==> src/rtl/ped_signal_pkg.sv <==
`default_nettype none
// ------------------------------------------------------------------
// ped_signal_pkg : pedestrian-signal state encoding and timing defaults
// Revision 1.0
// ------------------------------------------------------------------
package ped_signal_pkg;

  typedef logic [1:0] ped_state_t;

  localparam ped_state_t C_ST_IDLE  = 2'd0;
  localparam ped_state_t C_ST_WALK  = 2'd1;
  localparam ped_state_t C_ST_CLEAR = 2'd2;
  localparam ped_state_t C_ST_HOLD  = 2'd3;

  localparam int C_WALK_TIME_DEF  = 7;
  localparam int C_CLEAR_TIME_DEF = 10;
  localparam int C_CNT_W          = 7;

endpackage
`default_nettype wire

==> src/rtl/ped_btn_sync.sv <==
`default_nettype none
// ------------------------------------------------------------------
// ped_btn_sync : 2-flop button synchronizer with rising-edge pulse
// Revision 1.0
// ------------------------------------------------------------------
module ped_btn_sync (
  input  logic clk,
  input  logic rst_n,
  input  logic btn,
  output logic pulse
);

  logic r_sync1;
  logic r_sync2;
  logic r_sync3;

  always_ff @(posedge clk) begin
    if (!rst_n) begin
      r_sync1 <= 1'b0;
      r_sync2 <= 1'b0;
      r_sync3 <= 1'b0;
    end else begin
      r_sync1 <= btn;
      r_sync2 <= r_sync1;
      r_sync3 <= r_sync2;
    end
  end

  assign pulse = r_sync2 & ~r_sync3;

endmodule
`default_nettype wire

==> src/rtl/ped_signal.sv <==
`default_nettype none
// ------------------------------------------------------------------
// ped_signal : pedestrian WALK/DON'T-WALK controller slaved to vehicle lights
// Revision 1.0
// ------------------------------------------------------------------
module ped_signal
  import ped_signal_pkg::*;
#(
  parameter int WALK_TIME  = C_WALK_TIME_DEF,
  parameter int CLEAR_TIME = C_CLEAR_TIME_DEF
) (
  input  logic       clk,
  input  logic       rst_n,
  input  logic       enable,
  input  logic       tick,
  input  logic       green,
  input  logic       yellow,
  input  logic       red,
  input  logic       ped_btn,
  output logic       walk,
  output logic       dont_walk,
  output logic       req_pending,
  output logic [6:0] countdown,
  output logic       fault
);

  localparam logic [6:0] C_WALK_LOAD  = 7'(WALK_TIME);
  localparam logic [6:0] C_CLEAR_LOAD = 7'(CLEAR_TIME);

  ped_state_t r_state;
  ped_state_t w_state_nxt;
  logic       r_red_d;
  logic       r_flash;
  logic       w_flash_nxt;
  logic [6:0] w_count_nxt;
  logic       w_walk_nxt;
  logic       w_dont_walk_nxt;
  logic       w_pulse;
  logic       w_red_rise;
  logic       w_conflict;
  logic       w_enter_walk;
  logic       w_count_tick;

  ped_btn_sync u_btn_sync (
    .clk   (clk),
    .rst_n (rst_n),
    .btn   (ped_btn),
    .pulse (w_pulse)
  );

  assign w_red_rise   = red & ~r_red_d;
  assign w_conflict   = ((r_state == C_ST_WALK) || (r_state == C_ST_CLEAR)) &&
                        (!red || green || yellow);
  assign w_enter_walk = (r_state == C_ST_IDLE) && (w_state_nxt == C_ST_WALK);
  assign w_count_tick = tick && (countdown != 7'd0);

  always_ff @(posedge clk) begin
    if (!rst_n) begin
      r_state <= C_ST_IDLE;
    end else begin
      r_state <= w_state_nxt;
    end
  end

  // A conflicting vehicle aspect or loss of enable aborts any crossing.
  always_comb begin
    w_state_nxt = r_state;
    if (w_conflict || !enable) begin
      w_state_nxt = C_ST_IDLE;
    end else begin
      case (r_state)
        C_ST_IDLE:  if (req_pending && w_red_rise) w_state_nxt = C_ST_WALK;
        C_ST_WALK:  if (w_count_tick && countdown == 7'd1) w_state_nxt = C_ST_CLEAR;
        C_ST_CLEAR: if (w_count_tick && countdown == 7'd1) w_state_nxt = C_ST_HOLD;
        C_ST_HOLD:  if (!red) w_state_nxt = C_ST_IDLE;
        default:    w_state_nxt = C_ST_IDLE;
      endcase
    end
  end

  always_comb begin
    w_count_nxt = countdown;
    w_flash_nxt = r_flash;
    if (w_conflict || !enable) begin
      w_count_nxt = 7'd0;
    end else begin
      case (r_state)
        C_ST_IDLE: if (w_enter_walk) w_count_nxt = C_WALK_LOAD;
        C_ST_WALK: begin
          if (w_count_tick) begin
            if (countdown == 7'd1) begin
              w_count_nxt = C_CLEAR_LOAD;
              w_flash_nxt = 1'b1;
            end else begin
              w_count_nxt = countdown - 7'd1;
            end
          end
        end
        C_ST_CLEAR: begin
          if (w_count_tick) begin
            w_flash_nxt = ~r_flash;
            w_count_nxt = countdown - 7'd1;
          end
        end
        default: w_count_nxt = 7'd0;
      endcase
    end
  end

  always_comb begin
    w_walk_nxt      = 1'b0;
    w_dont_walk_nxt = 1'b1;
    case (w_state_nxt)
      C_ST_WALK: begin
        w_walk_nxt      = 1'b1;
        w_dont_walk_nxt = 1'b0;
      end
      C_ST_CLEAR: w_dont_walk_nxt = w_flash_nxt;
      default: begin
        w_walk_nxt      = 1'b0;
        w_dont_walk_nxt = 1'b1;
      end
    endcase
  end

  always_ff @(posedge clk) begin
    if (!rst_n) begin
      walk        <= 1'b0;
      dont_walk   <= 1'b1;
      req_pending <= 1'b0;
      countdown   <= 7'd0;
      fault       <= 1'b0;
      r_flash     <= 1'b0;
      r_red_d     <= 1'b0;
    end else begin
      walk      <= w_walk_nxt;
      dont_walk <= w_dont_walk_nxt;
      countdown <= w_count_nxt;
      r_flash   <= w_flash_nxt;
      r_red_d   <= red;
      if (w_conflict) fault <= 1'b1;
      // Service clears the request; presses while it is set are absorbed.
      if (!enable || w_enter_walk) begin
        req_pending <= 1'b0;
      end else if (w_pulse) begin
        req_pending <= 1'b1;
      end
    end
  end

endmodule
`default_nettype wire

==> config.mk <==
export PLATFORM = sky130hd
export DESIGN_NAME = ped_signal
export DESIGN_NICKNAME = d
export VERILOG_FILES = /design/src/rtl/ped_signal_pkg.sv /design/src/rtl/ped_btn_sync.sv /design/src/rtl/ped_signal.sv
export SDC_FILE = /design/constraint.sdc
export NUM_CORES = 1
export LEC_CHECK = 0
export CAP_MARGIN = 10
export CORE_MARGIN = 1.5
export CORE_UTILIZATION = 35
export DETAILED_ROUTE_END_ITERATION = 10
export GPL_ROUTABILITY_DRIVEN = 0
export GPL_TIMING_DRIVEN = 0
export PLACE_DENSITY_LB_ADDON = 0.3
export SLEW_MARGIN = 20
export SYNTH_ARGS = -nofsm -noshare
export SYNTH_HDL_FRONTEND = slang
export SYNTH_SLANG_ARGS = --single-unit
==> constraint.sdc <==
create_clock -name clk -period 2.5 [get_ports clk]
set_input_delay 0.25 -clock clk [delete_from_list [all_inputs] [get_ports clk]]
set_output_delay 0.25 -clock clk [all_outputs]
set_load 0.05 [all_outputs]
==> results of run 1 <==
[stage by stage]
step | std cells | TNS, ps | util (%) | hold WS, ps
floorplan | 126 | 0 | - | 372
global placement | 188 | -5.86 | 44.8 | 430
detailed placement | 188 | -134 | 44.8 | 427
CTS | 192 | 0 | 46.7 | 455
global route | 200 | -51.3 | 51.9 | 472
finish | 200 | 0 | 51.9 | 452
[layer usage]
layer | GRT usage (%) | up-vias | share of wire (%)
met5 | 0 | - | 0
met4 | 6.98 | 0 | 2.1
met3 | 1.52 | 7 | 1.9
met2 | 25.6 | 18 | 51
met1 | 21.1 | 520 | 45
li1 | - | 528 | -
[sequential cells by signal, summed over array words and instances (netlist names)]
name / flops
r_state: 2
u_btn_sync.r_sync2: 1
req_pending: 1
u_btn_sync.r_sync3: 1
countdown: 7
fault: 1
r_flash: 1
r_red_d: 1
dont_walk: 1
u_btn_sync.r_sync1: 1
walk: 1
[final cells by class]
| cell class | count | area [um^2] |
|---|---|---|
| plain buffers | 3 | 33.8 |
| well taps | 44 | 55.1 |
| repair buffers | 26 | 248 |
| clock buffers | 4 | 36.3 |
| fillers | 287 | 1470 |
| inverters | 11 | 46.3 |
| multi-input cells | 94 | 792 |
| flip-flops and latches | 18 | 373 |
[power by group]
group	total [mW]	switching, mW	internal, mW
Clock	0.186	0.0972	0.0889
Combinational	0.0423	0.0209	0.0214
Sequential	0.289	0.00161	0.287
Total	0.517	0.120	0.398
[worst max path at each step]
stage / endpoint / slack (ps) / cells after the start
floorplan: countdown[6]$_SDFFE_PP0P_ / 0.8 / 9
detailed placement: countdown[6]$_SDFFE_PP0P_ / -90 / 8
global route: countdown[2]$_SDFFE_PP0P_ / -30 / 10
finish: countdown[2]$_SDFFE_PP0P_ / 50 / 10
global placement: countdown[6]$_SDFFE_PP0P_ / -6 / 8
CTS: countdown[6]$_SDFFE_PP0P_ / 2 / 9
[worst max-delay path: stages, from the launching register on]
cell and delay [ps]:
dfxtp_4 420, inv_4 60, ha_4 160, nor4bb_4 350, nand3_1 110, a221o_2 450, a41oi_4 260, buf_6 160
buf_6 100, nor2_4 30, a31o_1 230
[logic make-up after synthesis]
| kind of cell | share of synthesized area [%] |
|---|---|
| buf+inv | 6.65 |
| flops | 31.9 |
| simple gates | 26.3 |
| compound gates | 24.4 |
| fa+ha+maj | 9.98 |
| xor+xnor | 0.776 |
[repair_timing]
item / in CTS / in global routing
pin swaps: 0 / 10
setup endpoints to repair: 4 / 7
gates resized for setup: 4 / 26
setup buffers: 0 / 8
[layout by cell type, fill, tap and decap left out, types with 4 or more instances in the layout]
master / netlist / routed
buf_6: 3 / 5
dfxtp_1: 18 / 14
and2_1: 4 / 4
o22ai_1: 4 / 4
ha_1: 9 / 4
clkdlybuf4s50_1: 0 / 18
buf_4: 0 / 6
nand2_1: 6 / 6
nor2_1: 12 / 10
inv_1: 11 / 9
a21oi_1: 10 / 8
==> impl_results.md, run 1 <==
* Outcome: finished clean
* Initial Utilization at a little under two fifths
* CP startpoint: countdown[0]$_SDFFE_PP0P_
* Clk Latency, worst-skew pair at approximately 300 ps
* Worst hold stages at 1
* DRT iter0 DRCs at 26
* Slew HR at around 67%
* Reg2Reg Setup Slack at 50 ps
* Pin count of the biggest net entering global routing at 11
* Reg clk slew, reported paths at around 110 ps
* Max Clk Rate at approximately 410 MHz
* Max-slew violation count at 0
* Arrival @ worst endpoint at approximately 2700 ps
* Startpoint types: flip-flop
* Core Region at about 3100 um^2
* Detailed-route via count at approximately 1100
* RR Endpoint: countdown[2]$_SDFFE_PP0P_
* FF-to-FF Start: countdown[0]$_SDFFE_PP0P_
* Endpoint type of the worst setup path: flip-flop
* Lkg Pwr at about 0.62 nW
* Final period util at between 90% and 100%
* Most frequent cells after synthesis: dfxtp_1, nor2_1, inv_1
* Reg2Reg Depth at 10
* Dominant cell type by area after synthesis: dfxtp_1
* Yosys warns at 0
* Post-DP HPWL at a little under 2 mm
* Tmin final at between 2000 and 2500 ps
* Clk_skew at ~4.9 ps
* Die area at approximately 3600 um^2
* Worst hold endpoint: u_btn_sync.r_sync2$_SDFF_PN0_
* HP Class: reg -> reg
* DP Area at around 1400 um^2
* Root buffer cell: clkbuf_4
* Die Ht at roughly 60 um
* WS Path Type: reg -> reg
* Synthesis-to-layout area growth at 40.4%
* Worst path required time at 2710 ps
* Detail-routed net length per standard cell at between 10 and 15 um
* Longest Clk Path Bufs at 2
* Worst slew pin tran at roughly 500 ps
* #FFs+latches synth at 18
* TritonCTS Sinks at 18
* Initial antenna violation count at 0
* Number of remaining DRC errors at 0
* Ant. Diodes at 0
* CTS H-tree lvls at 1
* Final ANT Viol Nets at 0
* Register area share after synthesis at a little under a third
* Port Buffer Count at 18
* Post-synthesis area per instance at ~9.0 um^2
* RSZ-0062 raised after global routing: yes
* Pre-CTS WS at -90.5 ps
* Asr flop ratio synth at 0%
* # rows at 20
* Share of cells above drive strength 1 at between 20 and 30%
* Worst Hold Launch: u_btn_sync.r_sync1$_SDFF_PN0_
* Final setup violation count at 0
* Nets at roughly 170
* Hold buffer count at CTS at 0
* Mapped Area at about 1100 um^2
* Final hold violation count at 0
* Post-Syn Instances at about 130
* Via-per-instance ratio at approximately 5.4
* Maximum vdd drop at 0.000269 V
* EDFF count, synth at 0
* Grt total ovfl at 0
* Ys flop type: dfxtp_1
* Post-synth top area share at 31.9%
* First-pass GRT wire length at 4.34 mm
* Vias in the first global route at ~1000
* Die width at 59.8 um
* Io pins at 19
* CTS buffer count at 3
* GRT Util Overall at between 10% and 20%
* CTS tree: built
* Total Power at around 0.52 mW
* Setup ws final at between 50 and 60 ps
* Max-cap violations at 0
* Count leader, synth: dfxtp_1
* First-pass iteration count of the detailed router at 4
* Final Cell Area at approximately 1600 um^2
* Synth cell types at 43
* Mapped Nets at around 140
* Area contributors post-synth: dfxtp_1, ha_1, a21oi_1, nor2_1, inv_1
* PD cells at between 300 and 400 nW/um^2
* Worst Path Max Fanout at 7
* Total Routed Length at about 2.9 mm
(Power assumes the default switching activity.)
==> run 2, diff against run 1 <==
CORE_MARGIN = 10   (was 1.5)
MAX_ROUTING_LAYER = met4   (was unset)
==> impl_results.md, run 2 (synthesized netlist as in run 1, its figures left out) <==
* TritonCTS Sinks at 18
* Arrival @ worst endpoint at about 2600 ps
* Root buffer cell: clkbuf_4
* # rows at 20
* Final non-filler cell total at approximately 200
* Worst Path Max Fanout at 5
* Commonest cells after routing, fill and taps aside: clkdlybuf4s50_1, dfxtp_1, nor2_1
* Final hold violation count at 0
* Number of remaining DRC errors at 0
* First-pass GRT wire length at between 4 and 5 mm
* Port Buffer Count at 18
* Vias in the first global route at about 1000
* Die area at between 5000 and 6000 um^2
* Final period util at a little over nine tenths
* Placed instance count at between 150 and 200
* HP Class: reg -> reg
* Die width at 76.8 um
* Tmin final at approximately 2400 ps
* Top Registers: countdown (7), r_state (2)
* DRT iter0 DRCs at 33
* Longest Clk Path Bufs at 2
* First-pass iteration count of the detailed router at 4
* Io pins at 19
* Via-per-instance ratio at between 5 and 6
* Ant. Diodes at 0
* Maximum vdd drop at ~0.00023 V
* Slew HR at around two thirds
* Outcome: finished clean
* GRT Util Overall at 9.23%
* PD cells at roughly 310 nW/um^2
* Max-cap violations at 0
* Largest register FFs at 7
* Lkg Pwr at about 0.59 nW
* Final ANT Viol Nets at 0
* WS Path Type: reg -> reg
* Pin count of the biggest net entering global routing at 11
* Fin util at 49.1%
* Grt total ovfl at 0
* Total Routed Length at 2.80 mm
* Initial Utilization at roughly 37%
* Die Ht at 76.8 um
* CTS tree: built
* Startpoint types: flip-flop
* Post-DP HPWL at ~2.0 mm
* Synthesis-to-layout area growth at 33.9%
* Worst slew pin tran at between 500 and 600 ps
* Max-slew violation count at 0
* Detail-routed net length per standard cell at 14.3 um
* Hold buffer count at CTS at 0
* Nets at 171
* Setup ws final at 88.3 ps
* Worst path required time at ~2700 ps
* CTS H-tree lvls at 1
* Clk Latency, worst-skew pair at a little under 300 ps
* Share of cells above drive strength 1 at between 20% and 30%
* Most common cell after layout, fill and taps aside: clkdlybuf4s50_1
* Endpoint type of the worst setup path: flip-flop
* Clk_skew at 3.37 ps
* Max Clk Rate at approximately 410 MHz
* Reg2Reg Setup Slack at between 80 and 90 ps
* CTS buffer count at 3
* Setup TNS at 0 ps
* Pre-CTS WS at -76.8 ps
* Detailed-route via count at between 1000 and 1500
* Core Region at a little over 3000 um^2
* Final setup violation count at 0
* Initial antenna violation count at 0
* Top reg by flops: countdown
* Hold WS at 450 ps
* Reg clk slew, reported paths at ~100 ps
## run 2: final cells by class
type,instances,area (um^2)
Fill cell,296,1570
Multi-Input combinational cell,94,772
Sequential cell,18,369
Timing Repair Buffer,23,218
Tap cell,44,55.1
Inverter,11,41.3
Buffer,3,33.8
Clock buffer,3,22.5
## run 2: worst max-delay path: stages (launching register included)
cell,delay [ps]
dfxtp_2,370
inv_2,60
ha_2,180
nor4bb_4,170
and3_4,180
o41ai_4,410
a41oi_4,200
buf_6,170
or4_4,480
a21oi_2,140
## run 2: what timing repair did
item | 4_1_cts | 5_1_grt
setup buffers | 0 | 4
pin swaps | 0 | 5
cloned | 0 | 1
setup endpoints to repair | 4 | 6
resized for setup | 3 | 17
## run 2: metal layers
metal  track usage (%)  vias up  wire (um)
li1                  -      518          -
met2              15.9       21       1380
met3              1.05        6         75
met4              5.02        0         67
met5                 -        -          0
met1              10.1      477       1280
## run 2: through the flow
stage / power, mW / cell area (um^2)
2_1_floorplan: 0.316 / 1130
3_3_place_gp: 0.334 / 1370
3_5_place_dp: 0.335 / 1370
4_1_cts: 0.478 / 1410
5_1_grt: 0.487 / 1510
6_report: 0.474 / 1510
## run 2: path summary, 6_finish.rpt
path,start,end,cells past startpoint
max,countdown[1]$_SDFFE_PP0P_,countdown[6]$_SDFFE_PP0P_,9
min,u_btn_sync.r_sync1$_SDFF_PN0_,u_btn_sync.r_sync2$_SDFF_PN0_,1
max reg2reg,countdown[1]$_SDFFE_PP0P_,countdown[6]$_SDFFE_PP0P_,9
min reg2reg,u_btn_sync.r_sync1$_SDFF_PN0_,u_btn_sync.r_sync2$_SDFF_PN0_,1
## run 2: where the power goes
group          switching (mW)  internal, mW
Clock                  0.0888        0.0562
Sequential            0.00140         0.288
Combinational          0.0199        0.0197
Total                   0.110         0.364
